--- config.mk ---
export PLATFORM = sky130hd
export DESIGN_NAME = dot_product_loader
export DESIGN_NICKNAME = d
export VERILOG_FILES = /design/src/rtl/dot_product_pkg.sv /design/src/rtl/dot_product_bank.sv /design/src/rtl/dot_product_loader.sv
export SDC_FILE = /design/constraint.sdc
export NUM_CORES = 1
export LEC_CHECK = 0
export CAP_MARGIN = 0
export CORE_MARGIN = 2
export CORE_UTILIZATION = 40
export DETAILED_ROUTE_END_ITERATION = 7
export GPL_TIMING_DRIVEN = 1
export PLACE_DENSITY = 0.7
export SLEW_MARGIN = 15
export SYNTH_ARGS = -nofsm -noshare
export SYNTH_HDL_FRONTEND = slang
export SYNTH_SLANG_ARGS = --single-unit
--- constraint.sdc ---
create_clock -name clk -period 3.33 [get_ports clk]
set_input_delay 0.666 -clock clk [delete_from_list [all_inputs] [get_ports clk]]
set_output_delay 0.666 -clock clk [all_outputs]
set_load 0.01 [all_outputs]
--- src/rtl/dot_product_pkg.sv ---
// Shared defaults, bank state encoding and length-width helper for the
// dot-product loader and its buffer banks.
package dot_product_pkg;

    localparam int DEFAULT_N  = 2;
    localparam int DEFAULT_DW = 8;

    typedef enum logic [1:0] {
        EMPTY,
        FILLING,
        FULL
    } bank_state_t;

    function automatic int len_width(input int n);
        return $clog2(n + 1);
    endfunction

endpackage

--- src/rtl/dot_product_bank.sv ---
// One ping-pong buffer: N element pairs, a length and a fill state. The bank
// returns to all-zero on free, so short vectors read back zero-padded.
module dot_product_bank
    import dot_product_pkg::*;
#(
    parameter int N  = DEFAULT_N,
    parameter int DW = DEFAULT_DW
) (
    input  logic                      clk,
    input  logic                      reset,
    input  logic                      i_we,
    input  logic [$clog2(N)-1:0]      i_idx,
    input  logic [DW-1:0]             i_a,
    input  logic [DW-1:0]             i_b,
    input  logic                      i_close,
    input  logic [len_width(N)-1:0]   i_len,
    input  logic                      i_free,
    output logic [N*DW-1:0]           o_vec_a,
    output logic [N*DW-1:0]           o_vec_b,
    output logic [len_width(N)-1:0]   o_len,
    output logic                      o_full
);

    localparam int LW = len_width(N);

    logic [DW-1:0] r_a [N];
    logic [DW-1:0] r_b [N];
    logic [LW-1:0] r_len;
    bank_state_t   r_state;

    // A close always arrives together with the write of the closing element.
    always_ff @(posedge clk or posedge reset) begin
        if (reset) begin
            r_state <= EMPTY;
            r_len   <= '0;
            for (int i = 0; i < N; i++) begin
                r_a[i] <= '0;
                r_b[i] <= '0;
            end
        end else if (i_free) begin
            r_state <= EMPTY;
            r_len   <= '0;
            for (int i = 0; i < N; i++) begin
                r_a[i] <= '0;
                r_b[i] <= '0;
            end
        end else if (i_we) begin
            r_a[i_idx] <= i_a;
            r_b[i_idx] <= i_b;
            if (i_close) begin
                r_state <= FULL;
                r_len   <= i_len;
            end else begin
                r_state <= FILLING;
            end
        end
    end

    always_comb begin
        o_vec_a = '0;
        o_vec_b = '0;
        for (int i = 0; i < N; i++) begin
            o_vec_a[i*DW +: DW] = r_a[i];
            o_vec_b[i*DW +: DW] = r_b[i];
        end
    end

    assign o_len  = r_len;
    assign o_full = (r_state == FULL);

endmodule

--- src/rtl/dot_product_loader.sv ---
// Streaming front-end for dot_product_2: packs element pairs into two N-wide
// vectors using two ping-pong banks so loading overlaps with draining.
module dot_product_loader
    import dot_product_pkg::*;
#(
    parameter int N  = DEFAULT_N,
    parameter int DW = DEFAULT_DW
) (
    input  logic                   clk,
    input  logic                   reset,
    input  logic                   in_valid,
    output logic                   in_ready,
    input  logic [DW-1:0]          in_a,
    input  logic [DW-1:0]          in_b,
    input  logic                   in_last,
    output logic                   out_valid,
    input  logic                   out_ready,
    output logic [N*DW-1:0]        out_vec1,
    output logic [N*DW-1:0]        out_vec2,
    output logic [$clog2(N+1)-1:0] out_len,
    output logic                   len_err
);

    localparam int CW = $clog2(N);
    localparam int LW = len_width(N);

    logic [CW-1:0]   r_cnt;
    logic            r_wr_bank;
    logic            r_rd_bank;
    logic            r_len_err;

    logic [1:0]      w_full;
    logic [N*DW-1:0] w_vec_a [2];
    logic [N*DW-1:0] w_vec_b [2];
    logic [LW-1:0]   w_len   [2];
    logic            w_accept;
    logic            w_at_end;
    logic            w_close;
    logic            w_drain;
    logic [LW-1:0]   w_close_len;

    // Ready depends only on bank state, never on out_ready.
    assign in_ready    = !w_full[r_wr_bank];
    assign w_accept    = in_valid && in_ready;
    assign w_at_end    = (r_cnt == CW'(N - 1));
    assign w_close     = w_accept && (in_last || w_at_end);
    assign w_close_len = LW'(r_cnt) + LW'(1);
    assign out_valid   = w_full[r_rd_bank];
    assign w_drain     = out_valid && out_ready;

    for (genvar g = 0; g < 2; g++) begin : g_bank
        dot_product_bank #(
            .N  (N),
            .DW (DW)
        ) u_bank (
            .clk     (clk),
            .reset   (reset),
            .i_we    (w_accept && (r_wr_bank == 1'(g))),
            .i_idx   (r_cnt),
            .i_a     (in_a),
            .i_b     (in_b),
            .i_close (w_close),
            .i_len   (w_close_len),
            .i_free  (w_drain && (r_rd_bank == 1'(g))),
            .o_vec_a (w_vec_a[g]),
            .o_vec_b (w_vec_b[g]),
            .o_len   (w_len[g]),
            .o_full  (w_full[g])
        );
    end

    assign out_vec1 = w_vec_a[r_rd_bank];
    assign out_vec2 = w_vec_b[r_rd_bank];
    assign out_len  = w_len[r_rd_bank];
    assign len_err  = r_len_err;

    // A vector that fills all N slots without in_last still closes, but is flagged.
    always_ff @(posedge clk or posedge reset) begin
        if (reset) begin
            r_cnt     <= '0;
            r_wr_bank <= 1'b0;
            r_rd_bank <= 1'b0;
            r_len_err <= 1'b0;
        end else begin
            if (w_accept) begin
                if (w_close) begin
                    r_cnt     <= '0;
                    r_wr_bank <= ~r_wr_bank;
                end else begin
                    r_cnt <= r_cnt + CW'(1);
                end
                if (w_at_end && !in_last) begin
                    r_len_err <= 1'b1;
                end
            end
            if (w_drain) begin
                r_rd_bank <= ~r_rd_bank;
            end
        end
    end

endmodule
Word level (Yosys, flattened, before mapping). Index checks and enable logic that the tools add are counted.

Register bits: 76. Latch bits: 0. Memory bits (writable): 0. Bits in read-only memories: 0. Bits of input ports: 21. Output and inout port bits: 37. Logic and storage cells: 87. Memories kept: 0.

Add/sub/neg operators: 2. $mul: 0. Div/mod/pow operators: 0. Magnitude comparators: 5. Equality and inequality tests: 2. Shifts and indexed selects: 0. Multiplexer cells: 38. Bitwise operators: 4. Reduce and logical (&&, ||, !) cells: 20.

Operators by type and width (count): 16-bit 2-to-1 mux (14); 16-bit bitwise mux (4); 2-bit 2-to-1 mux (13); 1-bit logical AND (9); 8-bit demux with 1-bit select (1); 8-bit 2-to-1 mux (1); 2-bit AND reduction (4); 2-bit nonzero test (4); 1-bit 2-to-1 mux (5); 2-bit equality test, second input constant (2); 2-bit greater-or-equal comparator, second input constant (2); 1-bit by 2-bit < comparator with 1-bit output, second input constant (2); 1-bit inverter with 2-bit output (2); 1-bit by 1-bit adder with 2-bit output, second input constant (1); 1-bit zero test (2); 2-bit by 1-bit < comparator with 1-bit output, second input constant (1); 1-bit inverter (2); 1-bit adder, second input constant (1); 1-bit logical OR (1).

Longest topological paths before layout.
Depth in word-level cells: 9. Mapped depth: 5. Mapped depth without buffers: 3.

By module. From an unflattened synthesis, not the netlist that was laid out.

Cells, all modules: 338. Area total of the unflattened synthesis: 4001.3 um^2.

By module, submodules not included: dot_product_bank (instances 2, cells each 140, area each 1686.6 um^2, seq. area each 900.9 um^2); dot_product_loader (instances 1, cells each 58, area each 628.1 um^2, seq. area each 100.1 um^2).

Worst setup path before layout. No wires, ideal clock.

Path type: reg-to-output. Start point: reg r_rd_bank. End point: out out_vec1[10]. Arrival: 1124 ps. Required time: 2664 ps. Setup slack: 1540 ps. Cell stages (with the launch flop): 4. Path buffers: 2. Cells stage by stage: dfrtp_1 > buf_2 > buf_2 > mux2_2.

Cells in the longest elaborated chain, start to end: 4.

RTL lines: start, declared (line dot_product_loader.sv:29) `logic r_rd_bank;`; start signal, assigned (line dot_product_loader.sv:97) `r_rd_bank <= ~r_rd_bank;`; 1-bit inverter with 2-bit output (not written as such) (line dot_product_loader.sv:72) `assign out_vec1 = w_vec_a[r_rd_bank];`; 16-bit 2-to-1 mux (not written as such) (3 in a row) (line dot_product_loader.sv:72); end, declared (line dot_product_loader.sv:18) `output logic [N*DW-1:0] out_vec1,`.

No other way between the ends. The select of a mux whose other input is x is not followed.

Final worst setup path.
Start point: reg r_rd_bank. End point: out out_vec1[13].

The elaborated chain is that of the path after synthesis.

==> results.md <==
* Row Count at 34
* GRT overflow at 0
* Max-cap viol count at 0
* FFs w/ async S/R, synth at 100%
* Postcts setup bufs at 0
* RSZ-0062 raised after global routing: no
* Antenna violations before repair at 0
* Chip width at between 90 and 100 um
* Syn_nets at 338
* FMAX at 0.350 GHz
* Outcome: finished, final reports clean
* Seq cells post-synth at 76
* Fill cell count at roughly 800
* CTS Sinks at 76
* Cts repair resizes at 0
* PD cells at about 930 nW/um2
* EDFF count, synth at 0
* Die Y-Extent at roughly 100 um
* Startpoint Class: register
* WL final at between 7000 and 8000 um
* Post-route DRC violation count at 0
* Area occupied by multi-input gates at 1570 um2
* Leading cell types in the layout, fill and taps excluded: 75 x dfrtp_1, 71 x nand2_1, 64 x mux2i_1, 57 x clkdlybuf4s50_1, 35 x mux2_2
* Max-slew violations at 0
* Cell area after synthesis at ~3700 um2
* FF/Latch Area at between 1500 and 2000 um2
* CP Max Fanout at 22
* Crit path required time at 2.66 ns
* Core area at roughly 8800 um2
* Nets at between 300 and 400
* Ys Warns at 0
* Pleak at approximately 2.3 nW
* Share of cells above drive strength 1 at about a fifth
* Fin Clk Skew at 0.00863 ns
* Cell variety after synth at 30
* Area grow syn2layout at 23.3%
* CP arrival at 2.19 ns
* Root Driver: clkbuf_8
* Peak supply drop at between 400 and 500 uV
* Worst Hold Class: reg -> reg
* Clk Latency, worst-skew pair at 0.34 ns
* Relative slew slack at between 50% and 60%
* Core Util, Final at a little over 50%
* CTS tree: done
* Total CTS buffers at 9
* Sequential fraction of the synthesis area at between 50% and 60%
* Vias in the first global route at 2706
* Hold Buf Count CTS at 0
* I/O Pins at 58
* N_diodes at 0
* Critical path type: reg -> out
* Largest net degree at the start of global routing at between 70 and 80
* Leading cell type in the layout, fill and taps excluded: dfrtp_1
* Most used DFF post-synth: dfrtp_1
* Clk buf depth at 2
* Worst slew pin tran at approximately 0.62 ns
* Post-Synthesis Cells at roughly 320
* H-tree depth at 3
* Die Area at 9960 um2
* Final worst path period share at 85.8%
* Critical path capture point type: primary output
* Post-Syn Area per Cell at between 10 and 15 um2
* DR vias/cell at 5.08
* Clock period minus worst slack at approximately 2.9 ns
* Gp weighted congestion at about 0.77
* ANT nets after route at 0
* Drt pass-1 iters at 4
* CTS clock-pin slew for the worst setup and hold paths at ~0.070 ns
* Total negative slack at 0 ns
* First-pass GRT wire length at roughly 14000 um
* Tot GR Track Use at ~17%
* Initial Util at 41.7%
* Final-report setup violation count at 0
* Number of DRC markers in iteration 0 at approximately 110
* Routed len/inst at 16.2 um
* DR vias at between 2000 and 2500
* HPWL after DPL at 5060 um
* PortBufs at between 50 and 60
* Final hold vios at 0
## synthesized netlist by cell type (3+ instances only)
library cell,instances,area share (%)
nor3_1,4,0.55
nand2_1,71,7.3
dfrtp_1,76,52
mux2i_1,64,17
o211a_1,3,0.82
buf_2,11,1.5
inv_1,19,1.9
mux2_2,35,11
nor2_1,3,0.31
buf_6,5,1.5
o21ai_0,3,0.41
## final timing paths
| path | slack (ns) | start | cells after the start | to |
|---|---|---|---|---|
| min reg2reg | 0.48 | len_err$_DFFE_PP0P_ | 1 | len_err$_DFFE_PP0P_ |
| max | 0.47 | r_rd_bank$_DFFE_PP0N_ | 3 | out_vec1[13] |
| min in group asynchronous | 0.75 | reset | 3 | g_bank[0].u_bank.o_vec_a[11]$_DFFE_PP0P_ |
| max reg2reg | 1.41 | r_rd_bank$_DFFE_PP0N_ | 5 | g_bank[0].u_bank.o_vec_b[8]$_DFFE_PP0P_ |
| min | 0.48 | len_err$_DFFE_PP0P_ | 1 | len_err$_DFFE_PP0P_ |
| max in group asynchronous | 2.27 | reset | 3 | r_rd_bank$_DFFE_PP0N_ |
## registers in the layout (all words and copies together) (netlist names)
name / flops
r_cnt: 1
r_rd_bank: 1
len_err: 1
g_bank.u_bank.o_len: 4
r_wr_bank: 1
g_bank.u_bank.o_vec_a: 32
g_bank.u_bank.o_vec_b: 32
g_bank.u_bank.r_state: 4
## layer usage
metal	GRT usage [%]	vias up	share of wire (%)
met5	0	-	0
met4	5.06	0	1.3
met3	4.25	11	4.0
met2	26.8	50	46
met1	24.7	1233	48
li1	-	1178	-
## cell type report
| class | count | share of cell area (%) |
|---|---|---|
| clock buffers | 11 | 2.90 |
| clock inverters | 4 | 1.66 |
| inverters | 19 | 1.58 |
| multi-input cells | 204 | 34.6 |
| flip-flops and latches | 76 | 42.0 |
| well taps | 108 | 2.99 |
| repair buffers | 65 | 14.2 |
## critical path, cell delays in order (launching register included)
cell and delay (ns):
dfrtp_2 0.71, buf_4 0.30, mux2_2 0.35, clkdlybuf4s50_1 0.48
## power by group
part	switching [mW]	internal, mW	leakage, nW
clock network	0.332	0.419	0.0956
logic	0.838	1.04	1.18
registers	0.272	1.30	0.991
total	1.44	2.75	2.27
## cells by family (layout without fill, tap and decap cells)
logic type / count (synthesis) / in the layout / synth area share, %
and+or+nand+nor: 94 / 94 / 12.1
AOI/OAI and AO/OA: 11 / 11 / 2.32
buffers and inverters: 37 / 99 / 5.62
DFF: 76 / 76 / 51.8
muxes: 99 / 99 / 28.2
## stage by stage
stage | std cells | cell area [um2] | hold WS [ns] | power, mW | worst slack [ns]
final | 487 | 4530 | 0.477 | 4.20 | 0.472
after global routing | 487 | 4530 | 0.488 | 4.49 | 0.351
after CTS | 487 | 4530 | 0.480 | 4.23 | 0.446
after detailed placement | 472 | 4320 | 0.462 | 3.47 | 0.799
after global placement | 472 | 4320 | 0.459 | 3.43 | 0.808
after floorplan | 317 | 3670 | 0.490 | 2.70 | 0.726
No activity file was read; power rests on OpenSTA's default activity.
